<file path="config.mk">
export PLATFORM = sky130hd
export DESIGN_NAME = jam_eval_sched
export DESIGN_NICKNAME = d
export VERILOG_FILES = /design/src/rtl/jam_pkg.sv /design/src/rtl/jam_min_tracker.sv /design/src/rtl/jam_eval_sched.sv
export SDC_FILE = /design/constraint.sdc
export NUM_CORES = 1
export LEC_CHECK = 0
export ABC_AREA = 1
export CELL_PAD_IN_SITES_DETAIL_PLACEMENT = 0
export CELL_PAD_IN_SITES_GLOBAL_PLACEMENT = 1
export CORE_ASPECT_RATIO = 0.6
export CORE_MARGIN = 4
export CORE_UTILIZATION = 44
export CTS_CLUSTER_SIZE = 8
export DETAILED_ROUTE_END_ITERATION = 12
export GPL_TIMING_DRIVEN = 0
export PLACE_DENSITY = 0.95
export SYNTH_ARGS = -nofsm -noshare
export SYNTH_HDL_FRONTEND = slang
export SYNTH_HIERARCHICAL = 1
export SYNTH_SLANG_ARGS = --single-unit
</file>
<file path="constraint.sdc">
create_clock -name CLK -period 7.61 [get_ports CLK]
set_input_delay 1.1415 -clock CLK [delete_from_list [all_inputs] [get_ports CLK]]
set_output_delay 1.1415 -clock CLK [all_outputs]
set_load 0.02 [all_outputs]
</file>
<file path="src/rtl/jam_pkg.sv">
// Shared constants, state encoding and perm field helper for the
// job-assignment candidate evaluator.
package jam_pkg;
  localparam int N_WORKER = 8;
  localparam int IDX_W    = 3;
  localparam int COST_W   = 7;
  localparam int SUM_W    = 10;
  localparam int PERM_W   = N_WORKER * IDX_W;

  localparam logic [SUM_W-1:0] MIN_INIT = 10'd1023;

  typedef logic [2:0] state_t;
  localparam state_t S_IDLE    = 3'd0;
  localparam state_t S_ISSUE   = 3'd1;
  localparam state_t S_DRAIN   = 3'd2;
  localparam state_t S_COMPARE = 3'd3;
  localparam state_t S_DONE    = 3'd4;

  function automatic logic [IDX_W-1:0] perm_job(input logic [PERM_W-1:0] perm,
                                                input logic [IDX_W-1:0]  k);
    return perm[k*IDX_W +: IDX_W];
  endfunction
endpackage

</file>
<file path="src/rtl/jam_min_tracker.sv">
// Best-total tracker: keeps the minimum completed sum and how many
// candidates reached it (count saturates at 15).
module jam_min_tracker
  import jam_pkg::*;
(
  input  logic             CLK,
  input  logic             RST,
  input  logic             i_upd,
  input  logic [SUM_W-1:0] i_sum,
  output logic [SUM_W-1:0] o_min,
  output logic [3:0]       o_cnt
);
  logic [SUM_W-1:0] r_min;
  logic [3:0]       r_cnt;

  always_ff @(posedge CLK or posedge RST) begin
    if (RST) begin
      r_min <= MIN_INIT;
      r_cnt <= 4'd0;
    end else if (i_upd) begin
      if (i_sum < r_min) begin
        r_min <= i_sum;
        r_cnt <= 4'd1;
      end else if (i_sum == r_min && r_cnt != 4'd15) begin
        r_cnt <= r_cnt + 4'd1;
      end
    end
  end

  assign o_min = r_min;
  assign o_cnt = r_cnt;
endmodule

</file>
<file path="src/rtl/jam_eval_sched.sv">
// Walks the cost ROM for one latched candidate assignment, accumulates
// its total (with optional early abort) and feeds the min tracker.
module jam_eval_sched
  import jam_pkg::*;
#(
  parameter bit PRUNE_EN = 1'b1
) (
  input  logic              CLK,
  input  logic              RST,
  input  logic              perm_valid,
  output logic              perm_ready,
  input  logic [PERM_W-1:0] perm_data,
  input  logic              perm_last,
  output logic [IDX_W-1:0]  W,
  output logic [IDX_W-1:0]  J,
  input  logic [COST_W-1:0] Cost,
  output logic [3:0]        MatchCount,
  output logic [SUM_W-1:0]  MinCost,
  output logic              Valid,
  output logic [15:0]       pruned_cnt
);
  state_t            r_state;
  logic [IDX_W-1:0]  r_k;
  logic [PERM_W-1:0] r_perm;
  logic              r_last;
  logic [SUM_W-1:0]  r_acc;
  logic [15:0]       r_pruned;

  logic              w_take;
  logic              w_add;
  logic              w_prune;
  logic [SUM_W-1:0]  w_sum;

  assign perm_ready = (r_state == S_IDLE);
  assign Valid      = (r_state == S_DONE);
  assign pruned_cnt = r_pruned;
  assign w_take     = perm_valid && perm_ready;

  // ROM data lags the address by one cycle, so the add for address k-1
  // lands while address k is issued, and the last one lands in DRAIN.
  assign w_add   = (r_state == S_ISSUE && r_k != '0) || (r_state == S_DRAIN);
  assign w_sum   = r_acc + {{(SUM_W-COST_W){1'b0}}, Cost};
  assign w_prune = PRUNE_EN && w_add && (w_sum > MinCost);

  // An aborting candidate stops presenting addresses in the detect cycle.
  assign W = (r_state == S_ISSUE && !w_prune) ? r_k : '0;
  assign J = (r_state == S_ISSUE && !w_prune) ? perm_job(r_perm, r_k) : '0;

  always_ff @(posedge CLK or posedge RST) begin
    if (RST) begin
      r_state  <= S_IDLE;
      r_k      <= '0;
      r_perm   <= '0;
      r_last   <= 1'b0;
      r_acc    <= '0;
      r_pruned <= '0;
    end else begin
      case (r_state)
        S_IDLE: begin
          r_acc <= '0;
          if (w_take) begin
            r_perm  <= perm_data;
            r_last  <= perm_last;
            r_k     <= '0;
            r_state <= S_ISSUE;
          end
        end
        S_ISSUE: begin
          if (w_add) r_acc <= w_sum;
          if (w_prune) begin
            r_pruned <= r_pruned + 16'd1;
            r_state  <= r_last ? S_DONE : S_IDLE;
          end else begin
            r_k <= r_k + 3'd1;
            if (r_k == 3'(N_WORKER-1)) r_state <= S_DRAIN;
          end
        end
        S_DRAIN: begin
          r_acc <= w_sum;
          if (w_prune) begin
            r_pruned <= r_pruned + 16'd1;
            r_state  <= r_last ? S_DONE : S_IDLE;
          end else begin
            r_state <= S_COMPARE;
          end
        end
        S_COMPARE: r_state <= r_last ? S_DONE : S_IDLE;
        S_DONE:    r_state <= S_DONE;
        default:   r_state <= S_IDLE;
      endcase
    end
  end

  jam_min_tracker u_min (
    .CLK   (CLK),
    .RST   (RST),
    .i_upd (r_state == S_COMPARE),
    .i_sum (r_acc),
    .o_min (MinCost),
    .o_cnt (MatchCount)
  );
endmodule
</file>
# [Word-level counts from Yosys, hierarchy flattened]
# Cells that the tools add are included.
[op_classes] add_sub_neg=4 n_mul=1 magnitude_cmp=2 eq_ne=11 shifts=1 mux=15 n_reduce_logical=20
[op_table] operator="case mux 10 bit (3 select lines)" n=1
[op_table] operator="2-to-1 mux 3 bit" n=9
[op_table] operator="indexed part select 24 x 6 -> 3 bit" n=1
[op_table] operator="adder 16 x 1 -> 16 bit (second input constant)" n=1
[op_table] operator="case mux 3 bit (5 select lines)" n=1
[op_table] operator="AND reduction 2 bit" n=6
[op_table] operator="adder 10 x 7 -> 10 bit" n=1
[op_table] operator="equality test 10 bit" n=1
[op_table] operator="> comparator 10 bit" n=1
[op_table] operator="less-than comparator 10 bit" n=1
[op_table] operator="2-to-1 mux 10 bit" n=1
[op_table] operator="2-to-1 mux 4 bit" n=2
[op_table] operator="equality test 3 x 2 -> 1 bit (second input constant)" n=2
[op_table] operator="equality test 3 bit (second input constant)" n=2
[op_table] operator="case mux 3 bit (2 select lines)" n=1
[op_table] operator="nonzero test 3 bit" n=2
[op_table] operator="logical AND 1 bit" n=5
[op_table] operator="multiplier 3 x 2 -> 5 bit (second input constant)" n=1
[op_table] operator="adder 4 x 1 -> 4 bit (second input constant)" n=1
[op_table] operator="!= test 2 bit (second input constant)" n=2
[op_table] operator="!= test 4 bit (second input constant)" n=1
[op_table] operator="nonzero test 2 bit" n=2
[op_table] operator="adder 3 x 1 -> 3 bit (second input constant)" n=1
[op_table] operator="equality test 3 x 1 -> 1 bit (second input constant)" n=1
[op_table] operator="other kinds (7)" n=7
[totals] reg_bits=71 output_inout_bits=38

# [Logic depth before layout (Yosys ltp)]
# Gate-level depths: netlist of the first run.
[logic_depth] depth_word=7 ltp_mapped=21 depth_no_buf=21

# [Hierarchy]
# The synthesis of the first run kept the hierarchy.
[by_module_without_submodules] module="jam_eval_sched" instances=1 cells_per_inst=443 area_per_inst_um2=3683.5 seq_area_each_um2=1426.4
[by_module_without_submodules] module="jam_min_tracker" instances=1 cells_per_inst=120 area_per_inst_um2=1009.7 seq_area_each_um2=362.8

# [Worst setup path after synthesis of the first run]
# No wires, ideal clock.
[synth_path] kind="input -> output" start="input Cost[0]" end="output J[0]" arrival_ns=3.529 path_slack_ns=2.939 path_stages=18 n_path_buf=0 cell_sequence="ha_1 -> inv_1 -> fa_1 -> inv_1 -> nand3_1 -> nand2_1 -> nand4_1 -> nand2_1 -> nand2_1 -> and2_1 -> ha_1 -> nand2_1 -> inv_1 -> a21oi_1 -> nand3_1 -> nand2_8 -> nand2_4 -> nor2_1"
[synth_between] elab_chain_len=6
[synth_lines] element="from (decl)" line="jam_eval_sched.sv:16" rtl="input logic [COST_W-1:0] Cost,"
[synth_lines] element="adder 10 x 7 -> 10 bit" line="jam_eval_sched.sv:42" rtl="assign w_sum = r_acc + {{(SUM_W-COST_W){1'b0}}, Cost};"
[synth_lines] element="> comparator 10 bit" line="jam_eval_sched.sv:43" rtl="assign w_prune = PRUNE_EN && w_add && (w_sum > MinCost);"
[synth_lines] element="logical AND 1 bit" line="jam_eval_sched.sv:43"
[synth_lines] element="logical NOT 1 bit" line="jam_eval_sched.sv:47" rtl="assign J = (r_state == S_ISSUE && !w_prune) ? perm_job(r_perm, r_k) : '0;"
[synth_lines] element="logical AND 1 bit" line="jam_eval_sched.sv:47"
[synth_lines] element="2-to-1 mux 3 bit" line="jam_eval_sched.sv:47"
[synth_lines] element="to (decl)" line="jam_eval_sched.sv:15" rtl="output logic [IDX_W-1:0] J,"
# Every way passes these cells.

# [Worst setup path after layout of the first run]
[layout_path] start="input Cost[0]" end="output J[2]"
# Same word-level chain as after synthesis.

==> results of run 1 <==
tightest hold or removal path: stages, from the launching register on:
cell	delay, ns
sky130_fd_sc_hd__dfstp_2	0.39
sky130_fd_sc_hd__nand2_2	0.07
sky130_fd_sc_hd__o21ai_2	0.04
layer usage:
metal,share of wire (%),GRT usage (%),vias to the layer above
li1,-,-,1965
met1,52,28.06,1894
met2,43,28.98,85
met3,4.7,5.019,8
met4,0.46,3.518,0
met5,0,0,-
flip-flops by register name (all words and copies together), names as in the netlist:
name and flops:
pruned_cnt 16, r_acc 10, r_k 3, r_last 1, r_perm 24, r_state 3
u_min/o_cnt 4, u_min/o_min 10
cell families after synthesis:
family / after synthesis / synth area share (%)
DFF: 71 / 38.12
buffers and inverters: 109 / 10.85
AOI/OAI and AO/OA: 51 / 7.838
and+or+nand+nor: 258 / 25.30
muxes: 24 / 5.758
adders and majority gates: 33 / 8.958
xor gates and xnor gates: 17 / 3.172
placed cells by master, fill, tap and decap left out, types with 6 or more instances in the layout:
cell                              count
sky130_fd_sc_hd__a21oi_1             13
sky130_fd_sc_hd__clkbuf_16            9
sky130_fd_sc_hd__clkdlybuf4s50_1     72
sky130_fd_sc_hd__dfrtp_1             61
sky130_fd_sc_hd__dfstp_2             10
sky130_fd_sc_hd__ha_1                32
sky130_fd_sc_hd__inv_1               90
sky130_fd_sc_hd__mux2_2              20
sky130_fd_sc_hd__nand2_1            148
sky130_fd_sc_hd__nand3_1             42
sky130_fd_sc_hd__nand4_1              6
sky130_fd_sc_hd__nor2_1              26
sky130_fd_sc_hd__nor2_2               6
sky130_fd_sc_hd__nor3_1               7
sky130_fd_sc_hd__o21ai_2             19
sky130_fd_sc_hd__xor2_1              13
power groups by stage:
| stage | sequential [mW] | combinational, mW | clock (mW) |
|---|---|---|---|
| after floorplan | 0.670 | 0.836 | 0 |
| after global placement | 0.652 | 1.16 | 0 |
| after detailed placement | 0.659 | 1.20 | 0 |
| after CTS | 0.654 | 1.21 | 0.414 |
| after global routing | 0.674 | 1.35 | 0.430 |
| final | 0.657 | 1.20 | 0.408 |
path summary, 6_finish.rpt:
check,from,to,slack [ns],cells after the start
setup / recovery,Cost[0],J[2],1.66,21
hold / removal,u_min/o_min[3]$_DFFE_PP1P_,u_min/o_min[3]$_DFFE_PP1P_,0.50,2
setup reg to reg,r_acc[0]$_DFFE_PP0P_,r_k[0]$_DFFE_PP0P_,4.44,20
hold reg to reg,u_min/o_min[3]$_DFFE_PP1P_,u_min/o_min[3]$_DFFE_PP1P_,0.50,2
max in group asynchronous,RST,pruned_cnt[3]$_DFFE_PP0P_,5.92,3
min in group asynchronous,RST,r_perm[2]$_DFFE_PP0P_,1.13,2
through the flow:
step	hold slack, ns	area (um^2)
floorplan	0.4641	4693
global placement	0.4740	5583
detailed placement	0.4808	5603
CTS	0.4931	5896
global route	0.5149	5896
finish	0.4957	5896
cell type report:
class                      instances  area (um^2)
multi-input combinational        383         2395
buffer                            13        136.4
clock inverter                     5        40.04
sequential                        71         1789
clock buffer                      11        252.7
fill                             897         4229
inverter                          96        372.9
tap                              135        168.9
timing repair buffer              73        740.7
==> reports/results.tsv, run 1 <==
stage	metric	value	unit
final_layout	share_of_final_layout_standard_cells_stronger_than_drive_strength_1	16.26	%
sta	fin_skew	0.007193	ns
global_route	grt_pass1_vias	3907	
sta	slew_headroom	63.65	%
yosys	synth.top_cells.by_area	sky130_fd_sc_hd__dfrtp_1 33%, sky130_fd_sc_hd__nand2_1 12%, sky130_fd_sc_hd__ha_1 8.5%	
yosys	postSynth.asyncResetShare	100.0	%
global_route	grt_start_max_net_pins	42	
detailed_routing	drcViolationCount	0	
clocking	clock_path_buffers	2	
die	die_outline_area	0.01244	mm^2
sta	finalSetupTns	0	ns
clocking	cts_made_buffers	9	
global_route	globalRouteOverflowTotal	0	
clocking	cts_max_level	3	
final_layout	design.final.nets	715	
sta	setup_slack	1.662	ns
clocking	cts_tree	done	
power	power.net_switching	0.9851	mW
final_layout	utilization	58.23	%
detailed_routing	drt_first_pass_iters	4	
worst_setup_path	crit_path_start_kind	primary input	
power	clockPowerShare	18.0	%
yosys	mappedNetlistNets	631	
sta	final.min_clock_period	5.948	ns
final_layout	area.growth.synth_to_final	25.62	%
power	share_seq_of_total_power	29.0	%
detailed_routing	drtAntennaViolNets	0	
power	final_total_pwr	2.263	mW
clocking	clock_sinks	71	
die	initial_utilization	46.35	%
detailed_routing	routed_wirelength	11180	um
yosys	synth-edff-count	0	
power	leakage	2.743	nW
worst_hold_path	min-delay-path-class	flop to flop	
worst_setup_path	timing.critical_path.buf_inv	5	
clocking	cts-resized-gates	0	
worst_setup_path	critPathMaxFanout	10	
clocking	cts_root_buf	sky130_fd_sc_hd__clkbuf_16	
worst_setup_path	critical-path-top-delay-family	simple AND/OR/NAND/NOR gates	
die	boundaryPins	73	
sta	grt_setup_unrepaired	false	
placed_design	placed_cells_incl_taps	771	
worst_setup_path	crit_chain	clkdlybuf4s50_1 -> ha_1 -> inv_1 -> fa_1 -> inv_1 -> nand3_1 -> nand2_1 -> nand4_1 -> nand2_1 -> nand2_1 -> and2_1 -> ha_1 -> nand2_1 -> nor2_2 -> nand3b_1 -> nand2_4 -> clkinv_4 -> nand2_8 -> nand2_4 -> nor2_1 -> clkdlybuf4s50_1	
worst_setup_path	worstSetupEndpointType	primary output	
power	vdd_drop_max	0.1651	mV
sta	worstMarginPinSlew	0.5447	ns
die	floorplan.rows	28	
final_layout	final-instance-count-excl-fill	787	
worst_setup_path	cp_arrival	4.81	ns
yosys	synth-seq-cells	71	
worst_setup_path	cp_data_required_time	6.47	ns
detailed_routing	post_drt_wl_per_cell	14.21	um
worst_setup_path	critical_path.most_common_cell	sky130_fd_sc_hd__nand2_1	
clocking	cts.repair_timing.setup_buffer_count	0	
placed_design	port_buffers	72	
yosys	most_frequent_cell_after_synthesis	sky130_fd_sc_hd__nand2_1	
yosys	yosysSeqAreaShare	38.12	%
worst_setup_path	classification_of_the_worst_setup_path	primary input to primary output	
sta	final_setup_violating_endpoints	0	
yosys	netlist.top_cell.by_area	sky130_fd_sc_hd__dfrtp_1	
clocking	worst_skew_pair.late_latency	0.33	ns
sta	report.final.slew_viol_count	0	
detailed_routing	routed-via-count	3952	
clocking	cts_hold_repair.buffers	0	
power	swShare	43.52	%
yosys	ys_types	44	
worst_setup_path	timing.critical_path.slowest_cell_delay	0.63	ns
sta	final_min_period_over_clock_period	78.16	%
placed_design	dpl_worst_slack	1.686	ns
power	power.internal	1.278	mW
status	run_status	completed	
flow_run	max-cap-violations	0	
detailed_routing	routed_via_density	5.022	
global_route	grt.total_usage	19.18	%
yosys	synthesis.instances	563	
placed_design	place.detailed.hpwl	8828	um
power	power_density	383.9	mW/mm^2
global_route	grt_pass1_wl	19040	um
sta	hold_vio_cnt_final	0	
yosys	yosys_warnings	6	
worst_setup_path	slowest_stage	sky130_fd_sc_hd__clkdlybuf4s50_1	
clocking	clk_pin_slew_worst_paths	0.06	ns
sta	max_freq	168.1	MHz
final_layout	antenna_cells	0	
yosys	dominantRegCellSynth	sky130_fd_sc_hd__dfrtp_1	
power	power.share.combinational	52.9	%
yosys	postSynthAreaPerCell	8.336	um^2
yosys	synth_largest_type_area_fraction	32.52	%
detailed_routing	drt_first_iter_violations	178	
yosys	synth.top_cells.by_count	148 x sky130_fd_sc_hd__nand2_1, 91 x sky130_fd_sc_hd__inv_1, 61 x sky130_fd_sc_hd__dfrtp_1	
placed_design	place.gp.congestion	0.8128	
die	fp.coreArea	0.01012	mm^2
global_route	grt_antenna_before_repair	0	
die	fp.dieH	88	um
die	chipWidth	141.3	um
yosys	post_synth_instance_area	0.004693	mm^2
(Power assumes the default switching activity.)
==> inputs of run 2 (changes only) <==
CORE_UTILIZATION = 41   (was 44)
PLACE_DENSITY = 0.91   (was 0.95)
clock period = 5.71 ns   (was 7.61 ns; I/O delays follow)
==> run 2 against run 1 <==
Largest cell class unchanged. Sequential cell count stayed put. Power is 37% higher. Critical endpoint is now J[0]. Worst setup slack worse by 1.3 ns. Largest power group unchanged. Clock-buffer cell count is 2 lower. Cell area is 0.70% higher.
==> reports/results.tsv, run 2 (synthesized netlist as in run 1, its figures left out) <==
stage	metric	value	unit	change
worst_setup_path	timing.critical_path.buf_inv	5		unchanged
worst_setup_path	critPathMaxFanout	10		unchanged
sta	slew_headroom	61.38	%	-2.3 points
sta	max_freq	186.0	MHz	
placed_design	place.gp.congestion	0.8563		+5.4%
sta	fin_skew	0.006218	ns	-0.0009746 ns
die	die_outline_area	0.01328	mm^2	+6.8%
detailed_routing	drt_first_pass_iters	5		+1
die	fp.coreArea	0.01085	mm^2	+7.2%
worst_setup_path	crit_chain	clkdlybuf4s50_1 -> ha_1 -> inv_1 -> fa_1 -> inv_1 -> nand3_1 -> nand2_1 -> nand4_1 -> nand2_1 -> nand2_1 -> and2_1 -> ha_1 -> nand2_1 -> inv_1 -> a21oi_1 -> nand3_1 -> nand2_8 -> nand2_4 -> nor2_1 -> clkdlybuf4s50_1		
worst_hold_path	min-delay-path-class	flop to flop		
final_layout	max_ffs_per_register	24		unchanged
detailed_routing	drtAntennaViolNets	0		unchanged
power	swShare	42.69	%	-0.83 points
die	initial_utilization	43.26	%	-3.1 points
detailed_routing	routed-via-count	3904		-1.2%
clocking	cts_tree	done		
detailed_routing	drt_first_iter_violations	287		+61%
worst_setup_path	critical_path.most_common_cell	sky130_fd_sc_hd__nand2_1		
final_layout	registers.top_by_ff_count	r_perm		
placed_design	place.detailed.hpwl	8758	um	-0.79%
global_route	grt.total_usage	17.43	%	-1.7 points
power	power.share.combinational	51.5	%	-1.4 points
detailed_routing	post_drt_wl_per_cell	14.10	um	-0.75%
clocking	cts_made_buffers	9		unchanged
global_route	grt_pass1_wl	18980	um	-0.33%
die	fp.dieH	90.88	um	+3.3%
worst_setup_path	setup.reg_to_reg.worst_slack	2.57	ns	-1.87 ns
placed_design	dpl_worst_slack	0.3648	ns	-1.321 ns
global_route	grt_antenna_before_repair	0		unchanged
power	share_seq_of_total_power	28.3	%	-0.7 points
final_layout	utilization	54.72	%	-3.5 points
worst_setup_path	cp_arrival	4.52	ns	-0.29 ns
sta	final.min_clock_period	5.375	ns	
global_route	grt_pass1_vias	3837		-1.8%
final_layout	most_common_cell_after_layout_fill_and_taps_aside	sky130_fd_sc_hd__nand2_1		
clocking	cts_max_level	3		unchanged
sta	final_setup_violating_endpoints	0		unchanged
die	floorplan.rows	29		+3.6%
sta	hold_vio_cnt_final	0		unchanged
worst_setup_path	classification_of_the_worst_setup_path	primary input to primary output		
detailed_routing	drcViolationCount	0		unchanged
worst_setup_path	slowest_stage	sky130_fd_sc_hd__clkdlybuf4s50_1		
worst_setup_path	critical-path-top-delay-family	simple AND/OR/NAND/NOR gates		
worst_setup_path	cp_data_required_time	4.85	ns	-1.62 ns
final_layout	nFillCells	967		+7.8%
sta	worstMarginPinSlew	0.5787	ns	+0.03405 ns
sta	report.final.slew_viol_count	0		unchanged
status	run_status	completed		
global_route	globalRouteOverflowTotal	0		unchanged
sta	setup_slack	0.3350	ns	-1.327 ns
power	vdd_drop_max	0.2274	mV	+38%
clocking	cts.repair_timing.setup_buffer_count	0		unchanged
power	power.net_switching	1.320	mW	+34%
final_layout	share_of_final_layout_standard_cells_stronger_than_drive_strength_1	16.26	%	unchanged
final_layout	antenna_cells	0		unchanged
clocking	clk_pin_slew_worst_paths	0.06	ns	about the same
power	clockPowerShare	20.2	%	+2.2 points
clocking	clock_path_buffers	2		unchanged
flow_run	max-cap-violations	0		unchanged
worst_setup_path	timing.critical_path.slowest_cell_delay	0.63	ns	about the same
power	leakage	2.763	nW	+0.74%
sta	whs	0.4938	ns	-0.001926 ns
final_layout	most_used_cells_in_the_layout_excluding_fill_and_tap_cells	148 x sky130_fd_sc_hd__nand2_1, 90 x sky130_fd_sc_hd__inv_1, 72 x sky130_fd_sc_hd__clkdlybuf4s50_1, 61 x sky130_fd_sc_hd__dfrtp_1, 42 x sky130_fd_sc_hd__nand3_1		
final_layout	area.sequential	0.001789	mm^2	unchanged
clocking	cts_hold_repair.buffers	0		unchanged
clocking	cts_root_buf	sky130_fd_sc_hd__clkbuf_16		
clocking	worst_skew_pair.late_latency	0.33	ns	about the same
final_layout	area.growth.synth_to_final	26.50	%	
die	chipWidth	146.1	um	+3.4%
worst_setup_path	crit_path_start_kind	primary input		
final_layout	design.final.nets	715		unchanged
power	power_density	520.8	mW/mm^2	+36%
sta	final_min_period_over_clock_period	94.13	%	
sta	finalSetupTns	0	ns	unchanged
die	boundaryPins	73		unchanged
power	power.internal	1.772	mW	+39%
worst_setup_path	worstSetupEndpointType	primary output		
detailed_routing	routed_wirelength	11160	um	-0.24%
clocking	cts-resized-gates	0		unchanged
clocking	clock_sinks	71		unchanged
sta	grt_setup_unrepaired	false		
placed_design	port_buffers	72		unchanged
global_route	grt_start_max_net_pins	42		unchanged
detailed_routing	routed_via_density	4.936		-1.7%
final_layout	multi_input_area	0.002395	mm^2	unchanged
run 2: changes by cell type in the layout (fill, tap and decap cells not counted):
cell,previous run,this run
sky130_fd_sc_hd__clkinv_4,2,1
sky130_fd_sc_hd__clkinvlp_4,3,2
sky130_fd_sc_hd__bufinv_16,0,2
sky130_fd_sc_hd__inv_8,1,2
sky130_fd_sc_hd__inv_6,1,2
sky130_fd_sc_hd__clkbuf_8,2,0
run 2: power groups by stage:
stage          logic [mW]  clock network [mW]  registers [mW]
3_3_place_gp         1.55                   0           0.871
6_report             1.59               0.624           0.876
5_1_grt              1.79               0.661           0.903
3_5_place_dp         1.59                   0           0.881
4_1_cts              1.60               0.635           0.875
2_1_floorplan        1.11                   0           0.894
run 2: metrics by stage:
step | area [um^2] | total power, mW | instances
global route | 5937 | 3.353 | 791
CTS | 5937 | 3.113 | 791
finish | 5937 | 3.092 | 791
floorplan | 4693 | 2.007 | 563
global placement | 5588 | 2.416 | 774
detailed placement | 5608 | 2.475 | 775
run 2: path summary, 6_finish.rpt:
check                                             end  depth (start not counted)                        from
max                                              J[0]                         20                     Cost[0]
min                        u_min/o_min[3]$_DFFE_PP1P_                          2  u_min/o_min[3]$_DFFE_PP1P_
max reg2reg                        r_k[1]$_DFFE_PP0P_                         17        r_acc[6]$_DFFE_PP0P_
min reg2reg                u_min/o_min[3]$_DFFE_PP1P_                          2  u_min/o_min[3]$_DFFE_PP1P_
max in group asynchronous        r_acc[0]$_DFFE_PP0P_                          3                         RST
min in group asynchronous      r_perm[16]$_DFFE_PP0P_                          2                         RST
run 2: metal layers:
| metal | share of wire (%) | GRT usage, % |
|---|---|---|
| met1 | 52 | 26.99 |
| met2 | 43 | 24.66 |
| met3 | 5.5 | 3.912 |
| met5 | 0 | 0 |
| met4 | 0.30 | 3.443 |
run 2: worst min-delay path: cells and delay by family (launching register included):
family          cells  cell delay (ns)
compound gates      1             0.04
flops               1             0.39
simple gates        1             0.06
run 2: area by class of cell:
cell class	count	area share (%)
flip-flops and latches	71	30.14
repair buffers	73	12.48
clock inverters	7	1.749
clock buffers	9	3.793
well taps	139	2.929
plain buffers	13	2.297
multi-input cells	383	40.34
inverters	96	6.280
